<file path="config.mk">
export PLATFORM = sky130hd
export DESIGN_NAME = regfile_wr_arb_flat
export DESIGN_NICKNAME = d
export VERILOG_FILES = /design/src/rtl/lc3_pkg.sv /design/src/rtl/regfile_wr_arb_if.sv /design/src/rtl/regfile_wr_arb_rr_arb2.sv /design/src/rtl/regfile_wr_arb.sv /design/src/flat_wrapper.sv
export SDC_FILE = /design/constraint.sdc
export NUM_CORES = 1
export LEC_CHECK = 0
export CORE_UTILIZATION = 31
export CTS_CLUSTER_SIZE = 24
export DETAILED_ROUTE_END_ITERATION = 8
export GPL_TIMING_DRIVEN = 1
export SYNTH_ARGS = -nofsm -noshare
export SYNTH_HDL_FRONTEND = slang
export SYNTH_SLANG_ARGS = --single-unit
</file>
<file path="constraint.sdc">
create_clock -name clk -period 1.8 [get_ports clk]
set_input_delay 0.27 -clock clk [delete_from_list [all_inputs] [get_ports clk]]
set_output_delay 0.27 -clock clk [all_outputs]
set_load 0.05 [all_outputs]
</file>
<file path="src/rtl/lc3_pkg.sv">
`default_nettype none
// ============================================================================
// Module      : lc3_pkg
// Description : Shared types and constants for the register-file write
//               arbiter. Holds the control state type, the arbitration
//               priority type, the register geometry constants and a helper
//               that flips the round-robin priority.
// Revision    : 1.0 - initial release
// ============================================================================
package lc3_pkg;

  localparam int REG_W    = 16;
  localparam int SEL_W    = 3;
  localparam int NUM_REGS = 8;

  // State codes are kept as plain constants so legacy code can compare
  // against raw bit patterns; the enum below reuses the same encodings.
  localparam logic [0:0] ST_INIT = 1'b0;
  localparam logic [0:0] ST_RUN  = 1'b1;

  typedef enum logic [0:0] {
    INIT = ST_INIT,
    RUN  = ST_RUN
  } state_e;

  typedef enum logic [0:0] {
    ALU = 1'b0,
    MEM = 1'b1
  } prio_e;

  function automatic prio_e prio_flip(input prio_e p);
    return (p == ALU) ? MEM : ALU;
  endfunction

endpackage
`default_nettype wire

</file>
<file path="src/rtl/regfile_wr_arb_if.sv">
`default_nettype none
// ============================================================================
// Module      : regfile_wr_arb_if
// Description : Writeback request bus between the two requesters (ALU and
//               memory load path) and the register-file write arbiter.
//   alu_valid/alu_dr/alu_data : ALU writeback request       (master -> slave)
//   alu_ready                 : ALU request accepted         (slave -> master)
//   mem_valid/mem_dr/mem_data : load writeback request       (master -> slave)
//   mem_ready                 : load request accepted        (slave -> master)
// Revision    : 1.0 - initial release
// ============================================================================
interface regfile_wr_arb_if
  import lc3_pkg::*;
#(
  parameter int DATA_W = REG_W,
  parameter int SEL_W  = lc3_pkg::SEL_W
);

  logic              alu_valid;
  logic [SEL_W-1:0]  alu_dr;
  logic [DATA_W-1:0] alu_data;
  logic              alu_ready;

  logic              mem_valid;
  logic [SEL_W-1:0]  mem_dr;
  logic [DATA_W-1:0] mem_data;
  logic              mem_ready;

  modport master (
    output alu_valid, alu_dr, alu_data,
    input  alu_ready,
    output mem_valid, mem_dr, mem_data,
    input  mem_ready
  );

  modport slave (
    input  alu_valid, alu_dr, alu_data,
    output alu_ready,
    input  mem_valid, mem_dr, mem_data,
    output mem_ready
  );

endinterface
`default_nettype wire

</file>
<file path="src/rtl/regfile_wr_arb_rr_arb2.sv">
`default_nettype none
// ============================================================================
// Module      : rr_arb2
// Description : Two-way round-robin arbiter, purely combinational.
//   req0/req1 : requests (0 = ALU, 1 = MEM)
//   prio      : current priority holder
//   gnt0/gnt1 : grants, at most one high
//   prio_nxt  : priority for the next cycle; flips only when both requested
// Revision    : 1.0 - initial release
// ============================================================================
module rr_arb2
  import lc3_pkg::*;
(
  input  logic  req0,
  input  logic  req1,
  input  prio_e prio,
  output logic  gnt0,
  output logic  gnt1,
  output prio_e prio_nxt
);

  logic contested;

  assign contested = req0 && req1;
  assign gnt0      = req0 && (!req1 || prio == ALU);
  assign gnt1      = req1 && (!req0 || prio == MEM);
  // An uncontested grant leaves the turn with whoever already held it.
  assign prio_nxt  = contested ? prio_flip(prio) : prio;

endmodule
`default_nettype wire

</file>
<file path="src/rtl/regfile_wr_arb.sv">
`default_nettype none
// ============================================================================
// Module      : regfile_wr_arb
// Description : Register-file write arbiter. After reset it clears R0..R7 on
//               eight consecutive edges, then arbitrates ALU and memory-load
//               writebacks round-robin, issuing one registered write per cycle.
//   clk, rst   : clock, asynchronous active-high reset
//   bus        : ALU / load writeback requests (slave side)
//   dr_sel     : register-file write select (registered)
//   dr_in      : register-file write data (registered)
//   load_reg   : register-file write enable (registered)
//   init_done  : register clear sequence complete
//   wr_count   : accepted RUN-state writes, saturating at all-ones
// Revision    : 1.0 - initial release
// ============================================================================
module regfile_wr_arb #(
  parameter int DATA_W   = lc3_pkg::REG_W,
  parameter int NUM_REGS = lc3_pkg::NUM_REGS
) (
  input  logic                        clk,
  input  logic                        rst,
  regfile_wr_arb_if.slave             bus,
  output logic [$clog2(NUM_REGS)-1:0] dr_sel,
  output logic [DATA_W-1:0]           dr_in,
  output logic                        load_reg,
  output logic                        init_done,
  output logic [15:0]                 wr_count
);
  import lc3_pkg::*;

  localparam int SEL_BITS = $clog2(NUM_REGS);

  state_e              state_q, state_d;
  prio_e               prio_q, prio_d;
  logic [SEL_BITS-1:0] clr_cnt_q, clr_cnt_d;
  logic                load_reg_q, load_reg_d;
  logic [SEL_BITS-1:0] dr_sel_q, dr_sel_d;
  logic [DATA_W-1:0]   dr_in_q, dr_in_d;
  logic                init_done_q, init_done_d;
  logic [15:0]         wr_count_q, wr_count_d;

  logic  run;
  logic  gnt_alu, gnt_mem;
  prio_e prio_arb;

  assign run = (state_q == RUN);

  rr_arb2 u_arb (
    .req0     (bus.alu_valid),
    .req1     (bus.mem_valid),
    .prio     (prio_q),
    .gnt0     (gnt_alu),
    .gnt1     (gnt_mem),
    .prio_nxt (prio_arb)
  );

  // Ready does not depend on the requester's own valid, so an idle requester
  // still sees ready when the other side is not competing for the slot.
  assign bus.alu_ready = run && (!bus.mem_valid || prio_q == ALU);
  assign bus.mem_ready = run && (!bus.alu_valid || prio_q == MEM);

  always_comb begin
    state_d     = state_q;
    prio_d      = prio_q;
    clr_cnt_d   = clr_cnt_q;
    load_reg_d  = 1'b0;
    dr_sel_d    = dr_sel_q;
    dr_in_d     = dr_in_q;
    init_done_d = init_done_q;
    wr_count_d  = wr_count_q;

    case (state_q)
      INIT: begin
        load_reg_d = 1'b1;
        dr_sel_d   = clr_cnt_q;
        dr_in_d    = '0;
        clr_cnt_d  = clr_cnt_q + 1'b1;
        if (clr_cnt_q == SEL_BITS'(NUM_REGS - 1)) begin
          state_d     = RUN;
          init_done_d = 1'b1;
          clr_cnt_d   = '0;
        end
      end
      default: begin
        prio_d = prio_arb;
        if (gnt_alu) begin
          dr_sel_d = bus.alu_dr;
          dr_in_d  = bus.alu_data;
        end else if (gnt_mem) begin
          dr_sel_d = bus.mem_dr;
          dr_in_d  = bus.mem_data;
        end
        if (gnt_alu || gnt_mem) begin
          load_reg_d = 1'b1;
          if (wr_count_q != 16'hFFFF) wr_count_d = wr_count_q + 16'd1;
        end
      end
    endcase
  end

  always_ff @(posedge clk or posedge rst) begin
    if (rst) begin
      state_q     <= INIT;
      prio_q      <= ALU;
      clr_cnt_q   <= '0;
      load_reg_q  <= 1'b0;
      dr_sel_q    <= '0;
      dr_in_q     <= '0;
      init_done_q <= 1'b0;
      wr_count_q  <= '0;
    end else begin
      state_q     <= state_d;
      prio_q      <= prio_d;
      clr_cnt_q   <= clr_cnt_d;
      load_reg_q  <= load_reg_d;
      dr_sel_q    <= dr_sel_d;
      dr_in_q     <= dr_in_d;
      init_done_q <= init_done_d;
      wr_count_q  <= wr_count_d;
    end
  end

  assign dr_sel    = dr_sel_q;
  assign dr_in     = dr_in_q;
  assign load_reg  = load_reg_q;
  assign init_done = init_done_q;
  assign wr_count  = wr_count_q;

endmodule
`default_nettype wire

</file>
<file path="src/flat_wrapper.sv">
// flat-port wrapper written by rule: the top's interface ports become plain ports
module regfile_wr_arb_flat import lc3_pkg::*;
#(
  parameter int DATA_W   = lc3_pkg::REG_W,
  parameter int NUM_REGS = lc3_pkg::NUM_REGS
)
  (clk, rst, dr_sel, dr_in, load_reg, init_done, wr_count, bus_alu_valid, bus_alu_dr, bus_alu_data, bus_alu_ready, bus_mem_valid, bus_mem_dr, bus_mem_data, bus_mem_ready);
  regfile_wr_arb_if #(.DATA_W(DATA_W), .SEL_W(3)) bus_i ();
  input  logic clk;
  input  logic rst;
  output logic [$clog2(NUM_REGS)-1:0] dr_sel;
  output logic [DATA_W-1:0] dr_in;
  output logic load_reg;
  output logic init_done;
  output logic [15:0] wr_count;
  input wire logic [$bits(bus_i.alu_valid)-1:0] bus_alu_valid;
  input wire logic [$bits(bus_i.alu_dr)-1:0] bus_alu_dr;
  input wire logic [$bits(bus_i.alu_data)-1:0] bus_alu_data;
  output wire logic [$bits(bus_i.alu_ready)-1:0] bus_alu_ready;
  input wire logic [$bits(bus_i.mem_valid)-1:0] bus_mem_valid;
  input wire logic [$bits(bus_i.mem_dr)-1:0] bus_mem_dr;
  input wire logic [$bits(bus_i.mem_data)-1:0] bus_mem_data;
  output wire logic [$bits(bus_i.mem_ready)-1:0] bus_mem_ready;
  assign bus_i.alu_valid = bus_alu_valid;
  assign bus_i.alu_dr = bus_alu_dr;
  assign bus_i.alu_data = bus_alu_data;
  assign bus_alu_ready = bus_i.alu_ready;
  assign bus_i.mem_valid = bus_mem_valid;
  assign bus_i.mem_dr = bus_mem_dr;
  assign bus_i.mem_data = bus_mem_data;
  assign bus_mem_ready = bus_i.mem_ready;
  regfile_wr_arb #(.DATA_W(DATA_W), .NUM_REGS(NUM_REGS)) u_core (.clk(clk), .rst(rst), .bus(bus_i), .dr_sel(dr_sel), .dr_in(dr_in), .load_reg(load_reg), .init_done(init_done), .wr_count(wr_count));
endmodule
</file>
==> run summary, run 1 <==
Hold Buf Count CTS -> 0
Slew HR -> 0.646
Internal Power -> 2.05 mW
Synth Warn # -> 0
Status -> finished clean
Overall Global Routing Usage -> 0.163
Chip Height -> 82.6 um
Post-place setup slack -> -26.9 ps
Final Max Tran Viols -> 0
Placement row count -> 29
Placeable Area -> 6310 um2
Die area -> 6820 um2
Initial Util -> 0.319
Max Freq -> 570 MHz
Worst Path Max Fanout -> 2
Fin crit share -> 0.974
Number of CTS-inserted buffers -> 5
Via count of the routed design -> 1704
DRT Pass-1 Iters -> 4
Vias per cell -> 4.75
Startpoint Class -> register
# DRC -> 0
CTS resizes -> 0
CP delay by family, top -> buffers and inverters
Antenna cells -> 0
WL/cell -> 13.9 um
WP data required -> 1530 ps
Sequential share of the synthesized area -> 0.522
Synth unique cells -> 32
Synth Net Count -> 232
Clock buffer depth -> 2
Vias in the first global route -> 1702
Final setup fails -> 0
Area Growth Syn to Fin -> 54.0%
Post-route setup slack -> 46.6 ps
Clock skew -> 11.1 ps
Most frequent cells in the layout -> clkdlybuf4s50_1 (53), buf_4 (40), dfrtp_1 (31), nor2_1 (19), mux2i_1 (19)
Buf/Inv on CP -> 1
Final Hold Vio Count -> 0
Peak VDD IR -> 0.678 mV
Area of the multi-input gates -> 907 um2
Final Wtd Congestion -> 0.808
# H-tree levels -> 2
Setup crit end kind -> primary output
I/O Pins -> 81
Routed Antenna Nets -> 0
Hold Crit Class -> primary input to async pin
DR iter-0 viols -> 72
Largest net degree at the start of global routing -> 39
Worst hold slack -> 248 ps
Final wirelength -> 5000 um
Slowest stage cell, crit path -> clkdlybuf4s50_1
Final Power -> 3.53 mW
First-pass GRT wire length -> 8180 um
Switching Fraction -> 0.420
Mapped Avg Cell Area -> 10.8 um2
Register area -> 1060 um2
Post-Syn Instances -> 187
Worst Tran Pin Value -> 528 ps
Final net count -> 326
Clock share of power -> 0.177
CTS sink count -> 42
Comb power frac -> 0.443
Post-DP HPWL -> 3780 um
Final core occ -> 0.491
Layout cell share with drive strength beyond 1 -> 0.241
Max_cap viols -> 0
CP Cell Sequence -> clkdlybuf4s50_1
Die Span X -> 82.6 um
Postcts setup bufs -> 0
Reg power frac -> 0.381
Net Sw Power -> 1.48 mW
Fillers -> 610
Clock Root Buffer -> clkbuf_8
Most common cell after layout, fill and taps aside -> clkdlybuf4s50_1
Slowest stage delay, CP -> 820 ps
CP arrival -> 1480 ps
GRT overflow -> 0
CTS tree -> done
Port bufs -> 80
Initial antenna violation count -> 0
Setup Crit Path Kind -> register to primary output
Clk slew on worst S/H paths -> 80 ps
Pwr dens -> 1140 nW/um2
Synth Cell Area -> 2010 um2
Min cycle time layout -> 1750 ps
Worst-Skew Late Latency -> 290 ps
#FFs+latches synth -> 42
LEAKAGE -> 1.32 nW
Unrepaired setup endpoints after global routing -> no
power by group through the flow:
stage                     sequential, mW  combinational (mW)  clock [mW]
after floorplan                     1.91               0.428           0
after global placement              1.36                1.57           0
after detailed placement            1.36                1.57           0
after CTS                           1.34                1.58       0.656
after global routing                1.37                1.67       0.693
final                               1.34                1.56       0.623
final cells by class:
class | count | area share
Multi-Input combinational cell | 131 | 0.292
Inverter | 3 | 0.00363
Sequential cell | 42 | 0.343
Clock buffer | 7 | 0.0278
Clock inverter | 1 | 0.00161
Tap cell | 77 | 0.0311
Timing Repair Buffer | 98 | 0.300
synthesized netlist by cell type:
library cell,count,area share
a211oi_1,16,0.060
a21boi_1,1,0.0037
a21o_1,4,0.015
a21oi_1,5,0.012
buf_1,1,0.0019
buf_2,3,0.0075
buf_4,1,0.0037
clkbuf_1,6,0.011
dfrtp_1,42,0.52
ha_1,3,0.019
inv_1,3,0.0056
mux2_1,1,0.0056
mux2_2,1,0.0056
mux2i_1,19,0.094
nand2_1,12,0.022
nand3_1,2,0.0050
nand3b_1,1,0.0037
nand4_1,8,0.025
nand4_2,1,0.0062
nor2_1,19,0.035
nor3_1,5,0.012
nor4_1,4,0.012
nor4_2,1,0.0062
o211ai_1,1,0.0037
o21ai_0,2,0.0050
o21ai_1,3,0.0075
or2_1,1,0.0031
or2_2,1,0.0031
or3_1,3,0.0093
or4_1,1,0.0037
xnor2_1,9,0.039
xor2_1,7,0.030
cell families after synthesis:
| family | share of synthesized area |
|---|---|
| flops | 0.522 |
| xor+xnor | 0.0696 |
| fa+ha+maj | 0.0186 |
| compound gates | 0.107 |
| mux | 0.106 |
| simple gates | 0.148 |
| buf+inv | 0.0298 |
routing by layer:
layer  vias to the layer above  routed length, um  global-route usage  part of all wire
met5                         -                  0                   0                 0
met4                         0                 72              0.0603             0.014
met3                         6                238              0.0418             0.048
met2                        40               2430               0.280              0.48
met1                       799               2270               0.197              0.45
li1                        859                  -                   -                 -
metrics by stage:
step | instance area, um2 | cells | setup TNS, ps
global placement | 3010 | 351 | -12.5
floorplan | 2030 | 187 | 0
detailed placement | 3010 | 351 | -59.9
finish | 3100 | 359 | 0
CTS | 3100 | 359 | 0
global route | 3100 | 359 | 0
worst paths after layout:
path | start | to | slack (ps) | depth (start not counted)
worst max-delay path | u_core.dr_sel[2] | dr_sel[2] | 50 | 1
worst min-delay path | rst | u_core.wr_count[7] | 250 | 2
worst max register to register | u_core.wr_count[0] | u_core.wr_count[1] | 130 | 6
worst min register to register | u_core.init_done | u_core.init_done | 470 | 1
max in group asynchronous | rst | u_core.dr_in[6] | 950 | 4
min in group clk | u_core.init_done | u_core.init_done | 470 | 1
Power figures use the tool's default switching activity.
==> run 2, diff against run 1 <==
--- a/config.mk
+++ b/config.mk
@@ -5,10 +5,11 @@
 export SDC_FILE = /design/constraint.sdc
 export NUM_CORES = 1
 export LEC_CHECK = 0
-export CORE_UTILIZATION = 31
+export CORE_UTILIZATION = 43
 export CTS_CLUSTER_SIZE = 24
 export DETAILED_ROUTE_END_ITERATION = 8
 export GPL_TIMING_DRIVEN = 1
+export PLACE_DENSITY = 0.8
 export SYNTH_ARGS = -nofsm -noshare
 export SYNTH_HDL_FRONTEND = slang
 export SYNTH_SLANG_ARGS = --single-unit
==> run summary, run 2 (synthesis results as in run 1) <==
Status -> finished clean
Fillers -> 345 (-43%)
Clock Root Buffer -> clkbuf_8
WL/cell -> 14.6 um (+4.6%)
Die Span X -> 70.4 um (-15%)
Unrepaired setup endpoints after global routing -> no
TNS Setup -> 0 ps (unchanged)
Number of CTS-inserted buffers -> 5 (unchanged)
Via count of the routed design -> 1712 (+0.47%)
Slowest stage delay, CP -> 820 ps (about the same)
Max Freq -> 578 MHz (+1.3%)
WP data required -> 1530 ps (about the same)
Crit path from -> u_core.dr_in[3]
Min cycle time layout -> 1730 ps (-22.4 ps)
Worst hold slack -> 241 ps (-7.02 ps)
I/O Pins -> 81 (unchanged)
Worst Tran Pin Value -> 516 ps (-11.5 ps)
Final Max Tran Viols -> 0 (unchanged)
Comb power frac -> 0.457 (+0.014)
Final Hold Vio Count -> 0 (unchanged)
Most frequent cells in the layout -> clkdlybuf4s50_1 (59), buf_4 (31), dfrtp_1 (31), nor2_1 (19), mux2i_1 (19)
CP Cell Sequence -> clkdlybuf4s50_1
Internal Power -> 2.03 mW (-0.72%)
Startpoint Class -> register
Slew HR -> 0.655 (+0.00876)
LEAKAGE -> 1.30 nW (-0.87%)
Pwr dens -> 1140 nW/um2 (+0.53%)
Hold Crit Class -> primary input to async pin
Worst-Skew Late Latency -> 290 ps (about the same)
CTS sink count -> 42 (unchanged)
CP arrival -> 1460 ps (-20 ps)
Placement row count -> 24 (-17%)
# DRC -> 0 (unchanged)
Vias per cell -> 5.17 (+9.0%)
Buf/Inv on CP -> 1 (unchanged)
Port bufs -> 80 (unchanged)
Worst r2r src -> u_core.wr_count[0]
Overall Global Routing Usage -> 0.215 (+0.0512)
DR iter-0 viols -> 95 (+32%)
Max_cap viols -> 0 (unchanged)
Area Growth Syn to Fin -> 52.5%
Fin crit share -> 0.962 (-0.0124)
Clock buffer depth -> 2 (unchanged)
Setup crit end kind -> primary output
Final net count -> 324 (-0.61%)
Slowest stage cell, crit path -> clkdlybuf4s50_1
Setup Crit Path Kind -> register to primary output
Chip Height -> 70.4 um (-15%)
CTS tree -> done
DRT Pass-1 Iters -> 4 (unchanged)
# H-tree levels -> 2 (unchanged)
Final Wtd Congestion -> 0.931 (+15%)
Area of the multi-input gates -> 911 um2 (+0.41%)
Most common cell after layout, fill and taps aside -> clkdlybuf4s50_1
Antenna cells -> 0 (unchanged)
Clk slew on worst S/H paths -> 70 ps (about the same)
Initial Util -> 0.456 (+0.137)
Reg power frac -> 0.382 (about the same)
Clock skew -> 2.23 ps (-8.83 ps)
Switching Fraction -> 0.421 (+0.00160)
Die area -> 4960 um2 (-27%)
Routed Antenna Nets -> 0 (unchanged)
Final wirelength -> 4820 um (-3.5%)
Final setup fails -> 0 (unchanged)
Worst Path Max Fanout -> 2 (unchanged)
Vias in the first global route -> 1696 (-0.35%)
Clock share of power -> 0.161 (-0.016)
CP delay by family, top -> buffers and inverters
Peak VDD IR -> 0.782 mV (+15%)
Post-DP HPWL -> 3580 um (-5.2%)
Layout cell share with drive strength beyond 1 -> 0.211 (-0.0297)
Initial antenna violation count -> 0 (unchanged)
Register area -> 1060 um2 (unchanged)
Net Sw Power -> 1.48 mW (about the same)
Placeable Area -> 4410 um2 (-30%)
GRT overflow -> 0 (unchanged)
First-pass GRT wire length -> 8220 um (+0.42%)
Largest net degree at the start of global routing -> 39 (unchanged)
run 2: power by group through the flow:
stage                     Sequential (mW)  Combinational, mW  Clock [mW]
after detailed placement             1.35               1.61           0
after floorplan                      1.91              0.428           0
after global routing                 1.37               1.71       0.626
after CTS                            1.34               1.62       0.584
final                                1.34               1.61       0.566
after global placement               1.35               1.59           0
run 2: what timing repair did:
action | 4_1_cts | 5_1_grt
hold buffers | 0 | 0
endpoints found under the hold margin | 0 | 0
gates resized for setup | 0 | 1
buffers inserted | 0 | 0
setup endpoints to repair | 0 | 5
run 2: worst paths after layout:
kind | endpoint | slack (ps) | cells past startpoint
setup / recovery | dr_in[3] | 70 | 1
hold / removal | u_core.wr_count[9] | 240 | 2
setup reg to reg | u_core.wr_count[2] | 150 | 6
hold reg to reg | u_core.init_done | 460 | 1
max in group asynchronous | u_core.wr_count[0] | 1060 | 3
min in group clk | u_core.init_done | 460 | 1
run 2: per-stage QoR:
step	power, mW	cell area, um2	util	worst slack (ps)	cells
2_1_floorplan	2.34	2030	-	2.41	187
5_1_grt	3.70	3070	0.696	15.0	331
4_1_cts	3.54	3070	0.695	54.5	331
3_5_place_dp	2.96	2990	0.678	-86.7	324
3_3_place_gp	2.94	2990	0.678	-46.2	324
6_report	3.51	3070	0.696	69.0	331
run 2: final cells by class:
class	instances	share of cell area
multi-input combinational	131	0.297
timing repair buffer	96	0.307
sequential	42	0.347
clock buffer	7	0.0248
inverter	3	0.00367
tap	52	0.0212
run 2: layer usage:
metal	global-route usage	part of all wire	up-vias
li1	-	-	857
met1	0.286	0.45	793
met2	0.335	0.48	52
met3	0.0418	0.050	10
met4	0.100	0.022	0
met5	0	0	-
==> run 3, diff against run 2 <==
--- a/config.mk
+++ b/config.mk
@@ -9,7 +9,8 @@
 export CTS_CLUSTER_SIZE = 24
 export DETAILED_ROUTE_END_ITERATION = 8
 export GPL_TIMING_DRIVEN = 1
-export PLACE_DENSITY = 0.8
+export PLACE_DENSITY_LB_ADDON = 0.2
+export SKIP_LAST_GASP = 1
 export SYNTH_ARGS = -nofsm -noshare
 export SYNTH_HDL_FRONTEND = slang
 export SYNTH_SLANG_ARGS = --single-unit
==> run summary, run 3 (synthesis results as in run 1) <==
CP Cell Sequence -> clkdlybuf4s50_1
# H-tree levels -> 2 (unchanged)
Worst Path Max Fanout -> 2 (unchanged)
CTS resizes -> 0 (unchanged)
Worst hold slack -> 328 ps (+86.1 ps)
Slowest stage delay, CP -> 820 ps (about the same)
Hold Buf Count CTS -> 0 (unchanged)
Final Hold Vio Count -> 0 (unchanged)
Postcts setup bufs -> 0 (unchanged)
GRT overflow -> 0 (unchanged)
Setup crit end kind -> primary output
DRT Pass-1 Iters -> 4 (unchanged)
Minimum setup slack among reg-to-reg paths -> 70 ps (-80 ps)
Fin crit share -> 0.969 (+0.00756)
CP delay by family, top -> buffers and inverters
Min cycle time layout -> 1740 ps (+13.6 ps)
First-pass GRT wire length -> 8560 um (+4.1%)
WL/cell -> 15.0 um (+3.2%)
Setup Crit Path Kind -> register to primary output
Initial antenna violation count -> 0 (unchanged)
Placement row count -> 24 (unchanged)
Chip Height -> 70.4 um (unchanged)
Initial Util -> 0.456 (unchanged)
Status -> finished clean
Clock buffer depth -> 2 (unchanged)
LEAKAGE -> 1.32 nW (+1.5%)
CTS sink count -> 42 (unchanged)
I/O Pins -> 81 (unchanged)
Max Freq -> 573 MHz (-0.78%)
R2R depth -> 5 (-1)
Final Wtd Congestion -> 0.854 (-8.2%)
Die Span X -> 70.4 um (unchanged)
Peak VDD IR -> 0.543 mV (-31%)
Max_cap viols -> 0 (unchanged)
Clock Root Buffer -> clkbuf_8
Hold Crit Class -> primary input to async pin
Most common cell after layout, fill and taps aside -> clkdlybuf4s50_1
Slowest stage cell, crit path -> clkdlybuf4s50_1
Most frequent cells in the layout -> clkdlybuf4s50_1 (58), buf_4 (36), dfrtp_1 (31), nor2_1 (19), mux2i_1 (19)
Worst Tran Pin Value -> 522 ps (+5.45 ps)
Worst-Skew Late Latency -> 290 ps (about the same)
Worst path depth -> 1 (unchanged)
Post-place setup slack -> -130 ps (-43.7 ps)
# DRC -> 0 (unchanged)
WP data required -> 1530 ps (about the same)
Startpoint Class -> register
Area Growth Syn to Fin -> 53.9%
Clock skew -> 5.95 ps (+3.71 ps)
CP arrival -> 1470 ps (about the same)
Port bufs -> 80 (unchanged)
Final net count -> 327 (+0.93%)
Final setup fails -> 0 (unchanged)
Final wirelength -> 5040 um (+4.4%)
Post-route setup slack -> 55.4 ps (-13.6 ps)
Buf/Inv on CP -> 1 (unchanged)
Routed Antenna Nets -> 0 (unchanged)
Placeable Area -> 4410 um2 (unchanged)
Placed cell count -> 327 (+0.93%)
Largest net degree at the start of global routing -> 43 (+10%)
Post-DP HPWL -> 3730 um (+4.1%)
Pwr dens -> 1150 nW/um2 (+0.93%)
Layout cell share with drive strength beyond 1 -> 0.233 (+0.0217)
Antenna cells -> 0 (unchanged)
Vias per cell -> 5.40 (+4.5%)
Overall Global Routing Usage -> 0.221 (+0.00650)
Non-Filler Instances -> 335 (+1.2%)
Clk slew on worst S/H paths -> 80 ps (about the same)
Final Max Tran Viols -> 0 (unchanged)
Die area -> 4960 um2 (unchanged)
CTS tree -> done
DR iter-0 viols -> 188 (+98%)
Via count of the routed design -> 1810 (+5.7%)
Slew HR -> 0.651 (-0.00365)
Vias in the first global route -> 1841 (+8.5%)
Number of CTS-inserted buffers -> 5 (unchanged)
run 3: cell count changes in the layout (fill, tap and decap cells not counted), sizes merged:
cell and change:
buf +4, clkdlybuf4s50 -1, clkinv +1
run 3: path summary, 6_finish.rpt:
path                                         start                   to
worst max-delay path               u_core.dr_in[4]             dr_in[4]
worst min-delay path                           rst     u_core.dr_in[10]
worst max register to register  u_core.wr_count[0]  u_core.wr_count[10]
worst min register to register    u_core.init_done     u_core.init_done
max in group asynchronous                      rst   u_core.wr_count[5]
min in group clk                  u_core.init_done     u_core.init_done
run 3: worst reg2reg max path, delay by kind of cell (launching register included):
| family | cells | cell delay (ps) |
|---|---|---|
| XOR/XNOR | 1 | 170 |
| AND/OR/NAND/NOR | 3 | 910 |
| adder cells (fa/ha/maj) | 1 | 170 |
| flip-flops | 1 | 400 |
run 3: layer usage:
| metal | vias to the layer above | share of wire | track usage |
|---|---|---|---|
| met5 | - | 0 | 0 |
| met4 | 0 | 0.013 | 0.0622 |
| met3 | 8 | 0.097 | 0.0823 |
| met2 | 85 | 0.49 | 0.367 |
| met1 | 852 | 0.40 | 0.268 |
| li1 | 865 | - | - |
run 3: area by class of cell:
type | count | area, um2
inverters | 3 | 11.3
well taps | 52 | 65.1
repair buffers | 99 | 951
clock inverters | 1 | 5.00
multi-input cells | 131 | 917
fillers | 354 | 1310
flip-flops and latches | 42 | 1060
clock buffers | 7 | 86.3
run 3: metrics by stage:
| step | TNS, ps | util | power, mW | instance area (um2) |
|---|---|---|---|---|
| after floorplan | 0 | - | 2.34 | 2030 |
| after global placement | -102 | 0.679 | 2.96 | 3000 |
| after detailed placement | -365 | 0.679 | 2.98 | 3000 |
| after CTS | 0 | 0.700 | 3.60 | 3090 |
| after global routing | -45.4 | 0.702 | 3.76 | 3100 |
| final | 0 | 0.702 | 3.58 | 3100 |
run 3: power breakdown:
| group | internal (mW) | total [mW] | switching, mW | leakage (nW) |
|---|---|---|---|---|
| logic | 0.626 | 1.62 | 0.989 | 0.799 |
| registers | 1.14 | 1.34 | 0.202 | 0.476 |
| clock network | 0.309 | 0.621 | 0.311 | 0.0482 |
